## src/rtl/somador_serial8.sv

```systemverilog
// Bit-serial 8-bit adder: one full-adder cell plus a carry flop, iterated LSB first
// over eight clocks, with a start/busy/done handshake toward the ALU controller.
module somador_serial8 (
   input  logic       clk,
   input  logic       reset,
   input  logic       start,
   input  logic [7:0] A,
   input  logic [7:0] B,
   input  logic       Cin,
   output logic [7:0] S,
   output logic       Cout,
   output logic       Overflow,
   output logic       busy,
   output logic       done
);

   localparam logic [1:0] IDLE = 2'd0;
   localparam logic [1:0] RUN  = 2'd1;
   localparam logic [1:0] DONE = 2'd2;

   logic [1:0] state;
   logic [7:0] ra;
   logic [7:0] rb;
   logic [7:0] sr;
   logic       c;
   logic [2:0] k;

   logic       s_bit;
   logic       c_next;
   logic       accept;

   // NOTE: every signal written here gets a value on every path, so no latch is inferred.
   always_comb begin
      s_bit  = ra[0] ^ rb[0] ^ c;
      c_next = (ra[0] & rb[0]) | (ra[0] & c) | (rb[0] & c);
   end

   assign accept = start && ((state == IDLE) || (state == DONE));
   assign busy   = (state == RUN);
   assign done   = (state == DONE);

   // NOTE: non-blocking assignments so every register samples the pre-edge values of the others.
   always_ff @(posedge clk) begin
      if (reset) begin
         state    <= IDLE;
         ra       <= '0;
         rb       <= '0;
         sr       <= '0;
         c        <= 1'b0;
         k        <= '0;
         S        <= '0;
         Cout     <= 1'b0;
         Overflow <= 1'b0;
      end else begin
         case (state)
            IDLE, DONE: begin
               if (accept) begin
                  ra    <= A;
                  rb    <= B;
                  c     <= Cin;
                  sr    <= '0;
                  k     <= '0;
                  state <= RUN;
               end else begin
                  state <= IDLE;
               end
            end
            RUN: begin
               ra <= {1'b0, ra[7:1]};
               rb <= {1'b0, rb[7:1]};
               sr <= {s_bit, sr[7:1]};
               c  <= c_next;
               k  <= k + 3'd1;
               // On the last bit, c is still the carry into bit 7 for the overflow test.
               if (k == 3'd7) begin
                  S        <= {s_bit, sr[7:1]};
                  Cout     <= c_next;
                  Overflow <= c ^ c_next;
                  state    <= DONE;
               end
            end
            default: state <= IDLE;
         endcase
      end
   end

endmodule

```

## config.mk

```make
export PLATFORM = sky130hd
export DESIGN_NAME = somador_serial8
export DESIGN_NICKNAME = d
export VERILOG_FILES = /design/src/rtl/somador_serial8.sv
export SDC_FILE = /design/constraint.sdc
export NUM_CORES = 1
export LEC_CHECK = 0
export CORE_UTILIZATION = 50
export DETAILED_ROUTE_END_ITERATION = 10
export GPL_ROUTABILITY_DRIVEN = 0
export GPL_TIMING_DRIVEN = 1
export PLACE_DENSITY_LB_ADDON = 0.1
export SLEW_MARGIN = 20
export SYNTH_ARGS = -nofsm -noshare
export SYNTH_HDL_FRONTEND = slang
export SYNTH_SLANG_ARGS = --single-unit
```

## constraint.sdc

```tcl
create_clock -name clk -period 1.8 [get_ports clk]
set_input_delay 0.36 -clock clk [delete_from_list [all_inputs] [get_ports clk]]
set_output_delay 0.36 -clock clk [all_outputs]
set_load 0.02 [all_outputs]
```

Word-level counts from Yosys, hierarchy flattened
Cells that the tools add are included.
Widths: inputs -> output; s select.
Cells by class
  $add $sub $neg: 1
  eq/ne operators: 5
  multiplexer cells: 13
  bitwise logic cells: 8
  reduce and logical (&&, ||, !) cells: 7
Operators by type and width (number)
  $pmux 8 s2: 3
  $mux 8: 3
  $pmux 3 s2: 1
  $pmux 2 s2: 1
  $reduce_and 2->1: 2
  $add 3x1->3 const B: 1
  $and 1x1->1: 3
  $eq 3x3->1 const B: 1
  $mux 3: 1
  $xor 1x1->1: 3
  $eq 2x1->1 const B: 1
  $eq 2x2->1 const B: 1
  $logic_not 2->1: 1
  $mux 1: 2
  $mux 2: 1
  $ne 2x1->1 const B: 1
  $ne 2x2->1 const B: 1
  $or 1x1->1: 2
  $pmux 1 s2: 1
  $reduce_bool 2->1: 1
  $reduce_or 2->1: 1
  $logic_and 1x1->1: 1
  $logic_or 1x1->1: 1
Word-level totals
  register bits after elaboration: 40
  output and inout port bits: 12
  word-level logic and storage cells: 43

Longest topological paths before layout
  depth in word-level cells: 5
  depth in mapped cells: 6
  depth with buffers taken out: 5

Worst setup path after synthesis
No wires, ideal clock.
  path kind: reg2reg
  start: register k[0]
  end: register Overflow
  library setup time: 86 ps
  arrival time: 1170 ps
  data required time: 1714 ps
  setup slack: 543 ps
  stages on the path, launching flop included: 6
  buffers on the path: 1
  clock period less this slack: 1257 ps
  path through: dfxtp_1 ha_1 ha_1 and3b_1 buf_2 a211oi_1
Between the ends
  word-level cells in the longest chain between the ends: 2
Ends and longest elaborated chain
  from (decl): RTL line 26  | logic [2:0] k;
  from (signal assigned): RTL line 73  | k <= k + 3'd1;
  $eq 3x3->1: RTL line 75  | if (k == 3'd7) begin
  $reduce_and 2->1 (no source line)
  to (signal assigned): RTL line 78  | Overflow <= c ^ c_next;
  to (decl): RTL line 12  | output logic Overflow,
No other way between the ends.
A chain may end at the register's enable or synchronous reset.

Worst setup path in the final report
  start: register Overflow
  end: output port Overflow
No word-level cell between the ends.

==> metrics.cfg <==
[placed_design]
placed_area_mm2=0.00196
dp_hpwl_mm=2.12
io_buffer_count=31

[synthesis]
syn-num-nets=217
yosysSeqAreaShare_pct=48.0
syn_avg_cell_area_um2=8.38
synth-seq-cells=39
yosys-top-cells-area=dfxtp_1 48%, nand2_1 14%, a21oi_1 6.5%
synth_cell_type_count=22
yosys.area.top_type=dfxtp_1
synthesis.instances=194
yosysTopAreaCellShare_pct=48.0
syn-cell-area_mm2=0.00163
synth_warnings=0

[global_routing]
grt_use_total_pct=20.4
grt_pass1_wl_mm=5.39
met1_usage_pct=23.2
grt_overflow=0
grt_max_degree=44
grt_use_met3_pct=4.59
gr-max-usage-layer=met2
antenna_found_initial=0
grt_util_met2_pct=36.9
grt_pass1_vias=1307

[clock_network]
cts_tree=done
cts_buffer_depth=2
clock_latency_ns=0.34
cts_root_buf=clkbuf_4
cts_hold_buf=0
numClockSinks=39
clkSlewWorstSetupHoldPaths_ns=0.12
cts_buffers=5
ctsHtreeMaxLevel=2

[timing]
setup_viol=0
fin_crit_sh_pct=92.9
fin_worst_skew_ns=0.0108
hold_viol=0
max_slew.worst_pin.slew_ns=0.454
period_needed_ns=1.67
clock.fmax_mhz=598
rsz0062_at_grt=no
drv_slew=0
maxSlewHeadroom_pct=69.8
setup_tns_ns=0

[cells_and_area]
antenna_cells=0
drive_gt1_share_pct=9.91
layout_common_cells=59 x nand2_1, 38 x dfxtp_1, 29 x clkdlybuf4s50_1, 21 x a21oi_1, 18 x nor2_1
area_growth_pct=25.4
fin_util_pct=66.2
stdcell_area_mm2=0.00204
register_area_um2=782
mostFrequentLayoutCell=nand2_1
num-fill-cells=285
multiInputGateArea_um2=746
fin_nets=244

[route]
vias_per_cell=5.29
drt-total-wl_mm=3.17
drtIter0Drc=56
ant_nets=0
post_drt_wl_per_cell_um=11.9
vias=1407
dr.pass1.iters=4
drcViolationCount=0

[floorplan]
die_h_um=59.0
std_cell_rows=20
core_area_mm2=0.00308
die-area_mm2=0.00348
initial_core_util_pct=52.8
ios=32
die_w_um=59.0

[critical_path]
critPathTopFamily=buffers and inverters
start_kind=register
required_ns=1.44
crit_path_max_incr_delay_ns=0.61
path_buf_inv=1
crit_slowest_cell=clkdlybuf4s50_1
critPathKind=register to output port
crit_arrival_ns=1.31
path_cells=clkdlybuf4s50_1
path_max_fanout=2
cp-end-kind=output port

[pwr]
power.density_mw_per_mm2=858
p_leak_nw=0.739
ir_worst_vdd_mv=0.514
power_mw=1.75

[min_path]
worstHoldPathType=register to register

[run]
max_cap_viol_count=0

[outcome]
status=complete, no violations

-- layer usage --
metal,wire length [um],vias up,part of all wire [%]
li1,-,710,-
met1,1390,659,44
met2,1610,33,51
met3,123,5,3.9
met4,37,0,1.2
met5,0,-,0
-- state kept, by name (all words and copies together) (netlist names) --
signal    cells
k             3
rb            8
sr            7
ra            8
Cout          1
c             1
state         2
Overflow      1
S             8
-- kinds of logic after synthesis --
group | after synthesis | synth area share (%)
AND/OR/NAND/NOR | 96 | 24.4
flip-flops | 39 | 48.0
AO/OA/AOI/OAI | 38 | 18.2
buffers and inverters | 17 | 6.08
adder cells (fa/ha/maj) | 3 | 2.77
XOR/XNOR | 1 | 0.539
-- cell type report --
| class | count | area share (%) |
|---|---|---|
| clock buffers | 5 | 1.84 |
| clock inverters | 3 | 2.15 |
| inverters | 1 | 0.184 |
| multi-input cells | 138 | 36.6 |
| flip-flops and latches | 39 | 38.4 |
| well taps | 44 | 2.70 |
| repair buffers | 36 | 18.2 |
-- per-stage QoR --
step                instances  setup slack, ns  hold WS, ns
floorplan                 194            0.543        0.432
global placement          258            0.209        0.442
detailed placement        258            0.137        0.448
CTS                       266            0.112        0.458
global route              266           0.0709        0.480
finish                    266            0.128        0.457
-- report_power, final --
group          switching, mW  internal [mW]
Combinational          0.124          0.110
Sequential            0.0283          0.906
Clock                  0.288          0.292
Total                  0.440           1.31
-- synthesized netlist by cell type --
cell type and instances:
buf_4 5, dfxtp_1 39, nand2b_1 3, a211oi_1 1
a311oi_2 7, nor2b_1 2, nor2_1 18, and3b_1 1
inv_2 1, a21oi_1 21, xnor2_1 1, nand2_1 59
buf_1 1, o21a_1 1, buf_6 1, clkbuf_1 2
ha_1 2, buf_2 7, nand3_1 12, nand3b_1 1
fa_1 1, a311oi_1 8
-- path summary, 6_finish.rpt --
check                   startpoint                    end  slack, ns  cells past startpoint
max          Overflow$_SDFFE_PP0P_               Overflow       0.13                      1
min             sr[1]$_SDFFE_PP0P_      S[0]$_SDFFE_PP0P_       0.46                      2
max reg2reg      k[0]$_SDFFE_PP0P_  Overflow$_SDFFE_PP0P_       0.28                      5
min reg2reg     sr[1]$_SDFFE_PP0P_      S[0]$_SDFFE_PP0P_       0.46                      2
-- repair_timing --
action                                  in CTS  in global routing
endpoints found under the setup margin       2                  0
gates resized for setup                      3                  0
buffers inserted                             0                  0
No activity file was read; power rests on OpenSTA's default activity.
